<file path="config.mk">
export PLATFORM = sky130hd
export DESIGN_NAME = axis_hdr_insert_gen
export DESIGN_NICKNAME = d
export VERILOG_FILES = /design/src/rtl/axis_hdr_pkg.sv /design/src/rtl/axis_skid_buf.sv /design/src/rtl/axis_hdr_insert_gen.sv
export SDC_FILE = /design/constraint.sdc
export NUM_CORES = 1
export LEC_CHECK = 0
export ABC_CLOCK_PERIOD_IN_PS = 5500
export CAP_MARGIN = 5
export CORE_UTILIZATION = 24
export DETAILED_ROUTE_END_ITERATION = 10
export GPL_TIMING_DRIVEN = 0
export PLACE_DENSITY_LB_ADDON = 0.1
export SYNTH_ARGS = -nofsm -noshare
export SYNTH_HDL_FRONTEND = slang
export SYNTH_HIERARCHICAL = 1
export SYNTH_SLANG_ARGS = --single-unit
</file>
<file path="constraint.sdc">
create_clock -name clk -period 5.5 [get_ports clk]
set_clock_uncertainty 0.15 [all_clocks]
set_input_delay 1.375 -clock clk [delete_from_list [all_inputs] [get_ports clk]]
set_output_delay 1.375 -clock clk [all_outputs]
set_load 0.005 [all_outputs]
</file>
<file path="src/rtl/axis_hdr_pkg.sv">
// Shared types and keep-mask helpers for the AXI-Stream header inserter.
// Masks are built at the maximum width and sized down at each use.
package axis_hdr_pkg;

  localparam int MAX_BYTES = 64;

  typedef logic [MAX_BYTES-1:0] kmask_t;
  typedef enum logic [1:0] {IDLE, STREAM, TAIL} state_t;

  function automatic int keep_count(input kmask_t k);
    int c;
    c = 0;
    for (int i = 0; i < MAX_BYTES; i++) begin
      if (k[i]) c++;
    end
    return c;
  endfunction

  function automatic kmask_t lsb_mask(input int c);
    kmask_t m;
    for (int i = 0; i < MAX_BYTES; i++) m[i] = (i < c);
    return m;
  endfunction

  // c leading ones within an n-bit keep, i.e. the first c byte lanes
  function automatic kmask_t msb_mask(input int c, input int n);
    kmask_t m;
    for (int i = 0; i < MAX_BYTES; i++) m[i] = (i < n) && (i >= n - c);
    return m;
  endfunction

  function automatic logic lsb_contig(input kmask_t k);
    return (k != '0) && (k == lsb_mask(keep_count(k)));
  endfunction

endpackage

</file>
<file path="src/rtl/axis_skid_buf.sv">
// Two-entry register slice: 1-cycle latency, full throughput.
// Backpressure: in_ready comes only from the skid register, never from in_valid.
module axis_skid_buf #(
  parameter int WIDTH = 8
) (
  input  logic             clk,
  input  logic             rst,
  input  logic             in_valid,
  input  logic [WIDTH-1:0] in_data,
  output logic             in_ready,
  output logic             out_valid,
  output logic [WIDTH-1:0] out_data,
  input  logic             out_ready
);

  logic             skid_vld;
  logic [WIDTH-1:0] skid_dat;

  assign in_ready = !skid_vld;

  always_ff @(posedge clk) begin
    if (rst) begin
      out_valid <= 1'b0;
      out_data  <= '0;
      skid_vld  <= 1'b0;
      skid_dat  <= '0;
    end else if (!out_valid || out_ready) begin
      if (skid_vld) begin
        out_valid <= 1'b1;
        out_data  <= skid_dat;
        skid_vld  <= 1'b0;
      end else begin
        out_valid <= in_valid;
        out_data  <= in_valid ? in_data : '0;
      end
    end else if (in_valid && !skid_vld) begin
      skid_vld <= 1'b1;
      skid_dat <= in_data;
    end
  end

endmodule

</file>
<file path="src/rtl/axis_hdr_insert_gen.sv">
// Prepends a 1..N byte header to each packet and realigns the payload behind it.
// Latency 1 cycle through a skid slice; backpressure is ready/valid on all ports.
module axis_hdr_insert_gen
  import axis_hdr_pkg::*;
#(
  parameter int DATA_WD      = 32,
  parameter int DATA_BYTE_WD = DATA_WD / 8,
  parameter int BYTE_CNT_WD  = $clog2(DATA_BYTE_WD)
) (
  input  logic                    clk,
  input  logic                    rst,
  input  logic                    valid_in,
  input  logic [DATA_WD-1:0]      data_in,
  input  logic [DATA_BYTE_WD-1:0] keep_in,
  input  logic                    last_in,
  output logic                    ready_in,
  output logic                    valid_out,
  output logic [DATA_WD-1:0]      data_out,
  output logic [DATA_BYTE_WD-1:0] keep_out,
  output logic                    last_out,
  input  logic                    ready_out,
  input  logic                    valid_insert,
  input  logic [DATA_WD-1:0]      data_insert,
  input  logic [DATA_BYTE_WD-1:0] keep_insert,
  input  logic [BYTE_CNT_WD-1:0]  byte_insert_cnt,
  output logic                    ready_insert,
  output logic                    hdr_err
);

  localparam int N  = DATA_BYTE_WD;
  localparam int SW = DATA_WD + N + 1;

  typedef logic [BYTE_CNT_WD:0] cnt_t;

  function automatic logic [DATA_WD-1:0] lane_mask(input logic [N-1:0] k);
    logic [DATA_WD-1:0] m;
    for (int i = 0; i < N; i++) m[8*i +: 8] = {8{k[i]}};
    return m;
  endfunction

  state_t             state;
  logic [DATA_WD-1:0] res;
  cnt_t               h_q;
  cnt_t               tail_q;
  logic               hdr_beat;

  logic               s_vld;
  logic               s_rdy;
  logic [DATA_WD-1:0] s_dat_raw;
  logic [N-1:0]       s_keep;
  logic               s_last;
  logic [N-1:0]       res_keep;
  logic               ins_bad;
  logic               pkt_done;
  int                 h_int;
  int                 k_int;
  int                 ins_cnt;

  always_comb begin
    h_int     = int'(h_q);
    k_int     = keep_count(kmask_t'(keep_in));
    ins_cnt   = keep_count(kmask_t'(keep_insert));
    ins_bad   = !lsb_contig(kmask_t'(keep_insert)) ||
                (((ins_cnt == N) ? 0 : ins_cnt) != int'(byte_insert_cnt));
    pkt_done  = (h_int == N) || (k_int <= N - h_int);
    res_keep  = N'(lsb_mask(h_int));
    ready_in  = (state == STREAM) && !hdr_beat && s_rdy && !rst;
    s_vld     = 1'b0;
    s_dat_raw = '0;
    s_keep    = '1;
    s_last    = 1'b0;
    case (state)
      STREAM: begin
        if (hdr_beat) begin
          // A full-width header goes out alone; payload then passes unshifted.
          s_vld     = 1'b1;
          s_dat_raw = res;
        end else begin
          s_vld     = valid_in;
          s_dat_raw = (h_int == N) ? data_in
                    : (res << (8 * (N - h_int))) | (data_in >> (8 * h_int));
          if (last_in) begin
            if (h_int == N) begin
              s_keep = keep_in;
              s_last = 1'b1;
            end else if (pkt_done) begin
              s_keep = N'(msb_mask(h_int + k_int, N));
              s_last = 1'b1;
            end
          end
        end
      end
      TAIL: begin
        s_vld     = 1'b1;
        s_dat_raw = res << (8 * (N - h_int));
        s_keep    = N'(msb_mask(int'(tail_q), N));
        s_last    = 1'b1;
      end
      default: ;
    endcase
  end

  always_ff @(posedge clk) begin
    if (rst) begin
      state        <= IDLE;
      res          <= '0;
      h_q          <= '0;
      tail_q       <= '0;
      hdr_beat     <= 1'b0;
      ready_insert <= 1'b0;
      hdr_err      <= 1'b0;
    end else begin
      case (state)
        IDLE: begin
          ready_insert <= 1'b1;
          if (valid_insert && ready_insert) begin
            res          <= data_insert & lane_mask(N'(lsb_mask(ins_cnt)));
            h_q          <= cnt_t'(ins_cnt);
            hdr_beat     <= (ins_cnt == N);
            ready_insert <= 1'b0;
            state        <= STREAM;
            if (ins_bad) hdr_err <= 1'b1;
          end
        end
        STREAM: begin
          if (hdr_beat) begin
            if (s_rdy) hdr_beat <= 1'b0;
          end else if (valid_in && ready_in) begin
            res <= data_in & lane_mask(res_keep);
            if (last_in) begin
              if (pkt_done) begin
                state        <= IDLE;
                ready_insert <= 1'b1;
              end else begin
                state  <= TAIL;
                tail_q <= cnt_t'(k_int - (N - h_int));
              end
            end
          end
        end
        TAIL: begin
          if (s_rdy) begin
            state        <= IDLE;
            ready_insert <= 1'b1;
          end
        end
        default: state <= IDLE;
      endcase
    end
  end

  axis_skid_buf #(.WIDTH(SW)) u_out (
    .clk       (clk),
    .rst       (rst),
    .in_valid  (s_vld),
    .in_data   ({s_last, s_keep, s_dat_raw & lane_mask(s_keep)}),
    .in_ready  (s_rdy),
    .out_valid (valid_out),
    .out_data  ({last_out, keep_out, data_out}),
    .out_ready (ready_out)
  );

endmodule

</file>
==> reports/qor.yml <==
global_route:
  grt_max_degree: 17
  grt_overflow: 0
  grt_pass1_wl_mm: 56.2
  antenna_found_initial: 0
  grt_use_total: 0.207
  grt_pass1_vias: 8950
worst_setup_path:
  start_kind: "primary input"
  crit_path_cell_trace: "clkdlybuf4s15_2 > inv_2 > ha_4 > xor2_2 > ha_1 > nand2_1 > xor2_1 > ha_1 > inv_1 > ha_1 > a21oi_1 > o21bai_1 > ha_1 > nor3_2 > nand2_2 > o311a_1 > a221o_4 > a21oi_4 > nand3b_1 > a311oi_1"
  timing.critical_path.buf_inv: 3
  path_max_fanout: 8
  worstSetupPathType: "primary input to register"
  arrival_ns: 5.48
  critPathCaptureType: "register"
  slowest_delay_ns: 0.51
  cpMostUsedCell: "ha_1"
  critical-path-top-delay-family: "compound AO/OA/AOI/OAI gates"
  crit_slowest_cell: "a221o_4"
  crit_required_ns: 5.69
synth:
  synth_compound_area_frac: 0.229
  synth.distinct_cells: 69
  syn_area_sq_um: 8560
  synth.avg_cell_area_sq_um: 7.80
  synth_warnings: 6
  ys.flop_type: "dfxtp_1"
  yosys.area.top_type: "dfxtp_1"
  yosysTopAreaCellShare: 0.278
  ys_seq_elements: 119
  async_flop_share: 0
  muxShareOfSynthArea: 0.0801
  yosys-top-cells-area: "dfxtp_1 (28%), mux2i_1 (6.4%), nand2b_1 (6.1%), nand2_1 (4.6%), nor2_1 (4.6%)"
  synth_top_family_by_area: "simple AND/OR/NAND/NOR gates"
  yosysSeqAreaShare: 0.278
  synth_xor_area_frac: 0.0135
  synth_simple_gate_area_frac: 0.280
  synth_edf_count: 0
  synthCells: 1097
  synth_fa_ha_area_frac: 0.0471
die:
  fp.dieH_um: 191
  core_area_sq_um: 34800
  floorplan.rows: 68
  start_util: 0.246
  io_pins: 121
  die-area_sq_um: 36400
  fp.dieW_um: 191
place:
  dpl.hpwl_mm: 28.9
  place.gp.congestion: 0.901
  placed_area_sq_um: 10300
  port_buffers: 119
  dp_slack_ns: -0.944
sta:
  slew_violations: 0
  worst_pin_slew_ns: 1.07
  period_share: 0.963
  slew_headroom: 0.279
  hold_viol_final: 0
  finalSetupViolCount: 0
  fin_ws_ns: 0.205
  fmax_ghz: 0.189
  period_needed_ns: 5.30
  fin_setup_tns_ns: 0
  rsz0062_at_grt: "no"
cells_and_area:
  nNetsFinal: 1354
  final_cell_mix: "dfxtp_1 (119), clkdlybuf4s50_1 (116), nand2_1 (105)"
  multi_input_comb_area_sq_um: 5820
  fin_area_sq_um: 11200
  regArea_sq_um: 2380
  final_common_cell: "dfxtp_1"
  syn_to_final_growth_pct: 30.9
  fillers: 3714
  antenna_cells: 0
  post_route_cells_drive_above_1_share: 0.122
drt:
  via_count: 9104
  drc: 0
  wl_mm: 37.4
  ant_nets: 0
  vias_per_cell: 5.32
  first_pass_iters: 6
  drt_first_iter_violations: 818
  wl_per_cell_um: 21.9
clocking:
  max-clock-path-buffers: 2
  cts_tree: "done"
  clk_pin_slew_worst_paths_ns: 0.06
  clkSinkCount: 119
  clk_latency_ns: 0.44
  cts_htree_levels: 4
  cts_buffers: 17
  cts-root-buf: "clkbuf_16"
pwr:
  ir_drop_mv: 0.204
  total_power_mw: 2.93
  powerDensity_nw_per_um2: 261
  p_leak_nw: 3.61
run_status:
  outcome: "finished, final reports clean"
run:
  maxCapViolCount: 0
worst_hold_path:
  hp-class: "register to register"
-- flip-flops by register name, indices dropped and copies added (netlist names) --
signal / count
u_out/out_data: 37
u_out/out_valid: 1
hdr_err: 1
tail_q: 3
h_q: 3
res: 32
u_out/skid_vld: 1
u_out/skid_dat: 37
ready_insert: 1
state: 2
hdr_beat: 1
-- routing by layer --
layer	up-vias	wire [um]	track usage
met3	71	2430	0.0294
met1	4352	17600	0.289
met4	0	1230	0.0797
li1	4300	-	-
met2	381	16200	0.319
met5	-	0	0
-- synthesized netlist by cell type, types with 3 or more instances --
master	instances
o311ai_0	4
o22ai_1	6
a22oi_1	14
a211oi_1	4
a221oi_1	38
nor2b_1	5
nand3_1	13
xor2_1	8
a21oi_1	68
a32oi_1	3
or3_1	3
o21a_1	3
nor2_1	105
a222oi_1	10
a22o_1	5
buf_1	5
nand2b_1	84
buf_8	3
o21ai_1	4
o211ai_1	8
ha_1	29
clkbuf_1	30
mux2i_1	55
o21ai_0	39
nand3b_1	39
a31oi_1	7
nand2_1	106
a311oi_1	37
buf_2	40
nor3_1	49
o21bai_1	3
o32a_1	3
nor4_1	3
mux2_2	12
inv_1	43
buf_4	6
nor3b_1	39
dfxtp_1	119
a21oi_2	3
nor2_2	3
o2111ai_1	4
-- path summary, 6_finish.rpt --
kind	endpoint	depth (start not counted)	startpoint	slack (ns)
worst min-delay path	u_out/skid_dat[5]	2	u_out/skid_dat[5]	0.32
worst max-delay path	u_out/out_data[7]	20	keep_in[0]	0.20
worst max register to register	u_out/out_data[28]	14	h_q[0]	1.19
worst min register to register	u_out/skid_dat[5]	2	u_out/skid_dat[5]	0.32
-- stage by stage --
step                cells  hold slack, ns   util
finish               1711           0.322  0.322
global route         1711           0.334  0.322
CTS                  1708           0.324  0.319
detailed placement   1673           0.310  0.297
global placement     1673           0.309  0.297
floorplan            1099           0.298      -
-- where the power goes --
group,internal (mW),total [mW],switching [mW]
Sequential,0.913,0.989,0.0760
Clock,0.641,1.16,0.520
Combinational,0.294,0.778,0.484
-- worst register-to-register path: stages (launching register included) --
cell and delay [ns]:
dfxtp_1 0.56, inv_1 0.10, buf_2 0.25, ha_1 0.40
clkbuf_1 0.24, inv_1 0.17, ha_1 0.29, and4b_1 0.18
a211oi_2 0.27, nor2_2 0.15, a21oi_1 0.40, o21ai_2 0.32
a31oi_2 0.38, nand3b_1 0.11, a311oi_1 0.25
-- logic make-up (layout without fill, tap and decap cells) --
family | after synthesis | in the layout
AO/OA/AOI/OAI | 276 | 276
XOR/XNOR | 11 | 11
adder cells (fa/ha/maj) | 31 | 31
buffers and inverters | 131 | 288
flip-flops | 119 | 119
multiplexers | 67 | 67
other | 2 | 4
AND/OR/NAND/NOR | 460 | 460
-- repair_timing --
action                     in CTS  in global routing
pin swaps                       2                  7
hold buffers                    0                  0
gates cloned                    0                  0
buffers inserted                3                  3
gates resized for setup        38                 19
setup endpoints to repair      59                 50
-- cell type report --
class / instances / share of cell area
buffer: 87 / 0.0398
inverter: 44 / 0.0147
multi-input combinational: 849 / 0.519
tap: 455 / 0.0508
timing repair buffer: 125 / 0.111
clock buffer: 17 / 0.0380
clock inverter: 15 / 0.0139
sequential: 119 / 0.213
Power figures use the tool's default switching activity.
==> edit: new RTL, same flow settings <==
`MAX_BYTES`: 64 -> 32.
--- a/src/rtl/axis_hdr_pkg.sv
+++ b/src/rtl/axis_hdr_pkg.sv
@@ -2,7 +2,7 @@
 // Masks are built at the maximum width and sized down at each use.
 package axis_hdr_pkg;
 
-  localparam int MAX_BYTES = 64;
+  localparam int MAX_BYTES = 32;
 
   typedef logic [MAX_BYTES-1:0] kmask_t;
   typedef enum logic [1:0] {IDLE, STREAM, TAIL} state_t;
Behaviour: same outputs for any inputs over 4 cycles, from zero or initial values and one cycle with rst high; that may be too few to reach the edited logic, so the function may still have changed.
==> edit against the original RTL <==
  * The run now ends with design-rule violations left
  * Sequential cell count unchanged
  * Synthesized area is 2.1% higher
  * Design area up 1.5%
  * Critical path type unchanged
  * Routed wire length up 0.33%
  * First-iteration DRC count shrank 7.2%
  * Critical endpoint is now u_out/out_data[29]$_SDFFE_PP0P_
  * Die area rose by 2.1%
  * Final cell count fell by 0.88%
  * Non-clock buffer count is 6 lower
  * Synthesized cell count down 1.4%
  * Worst setup slack gained 0.033 ns
Power is not compared: it rests on default switching activity, and its combinational part moved more than twofold at a synthesized area within 25%.
==> edit: results (changes against the original RTL) <==
failing checks design-rule violations; Routed met1 length 17,300 microns (-1.7%); post-CTS resize count 35 (-7.9%); met3 wire len 2570 microns (+5.9%); GRT met2 Usage 31.3% (-0.59 points); Residual DRC 14 (+14); Reg-to-Reg Start h_q[1]$_SDFFE_PP0P_; r2r endpoint u_out/out_data[29]$_SDFFE_PP0P_; crit-path max FO 6 (-2); top post-synthesis cells by area dfxtp_1, mux2i_1, nand2b_1, ha_1, a311oi_1; Crit-path slowest cell a221oi_4; #MultiIn Comb 846 (-0.35%); crit path DAT 5.44 ns (-0.04 ns); clk cell area share 5.25% (+0.067 points); placed instance count 1,662 (-0.66%); placed instance area 10,500 sq um (+1.6%); XOR/XNOR Fraction of Synth Area 1.27% (-0.071 points); Non-clk bufs 206 (-2.8%); synthesized area per cell 8.08 sq um (+3.5%); Fill cells 3,913 (+5.4%); cell family with most CP delay adder cells; initial DRC count 759 (-7.2%); Reg2Reg Depth 15 (+1); beginning of the critical path keep_in[1]; status finished with violations; Layout area overhead 30.1%; GRT Util Overall 20.6% (-0.16 points); final period utilization 95.7% (-0.59 points)
edit: worst min-delay path by stage:
stage | cells after the start | to | start
after floorplan | 2 | u_out/skid_dat[28]$_SDFFE_PP0P_ | u_out/skid_dat[28]$_SDFFE_PP0P_
after global placement | 2 | u_out/skid_dat[16]$_SDFFE_PP0P_ | u_out/skid_dat[16]$_SDFFE_PP0P_
after detailed placement | 2 | u_out/skid_dat[8]$_SDFFE_PP0P_ | u_out/skid_dat[8]$_SDFFE_PP0P_
after CTS | 2 | u_out/skid_dat[12]$_SDFFE_PP0P_ | u_out/skid_dat[12]$_SDFFE_PP0P_
after global routing | 2 | u_out/skid_dat[17]$_SDFFE_PP0P_ | u_out/skid_dat[17]$_SDFFE_PP0P_
final | 2 | u_out/skid_dat[28]$_SDFFE_PP0P_ | u_out/skid_dat[28]$_SDFFE_PP0P_
edit: tightest hold or removal path: cells and delay by family (launching register included):
kind	cells	cell delay (ns)
simple gates	1	0.06
mux	1	0.05
flops	1	0.31
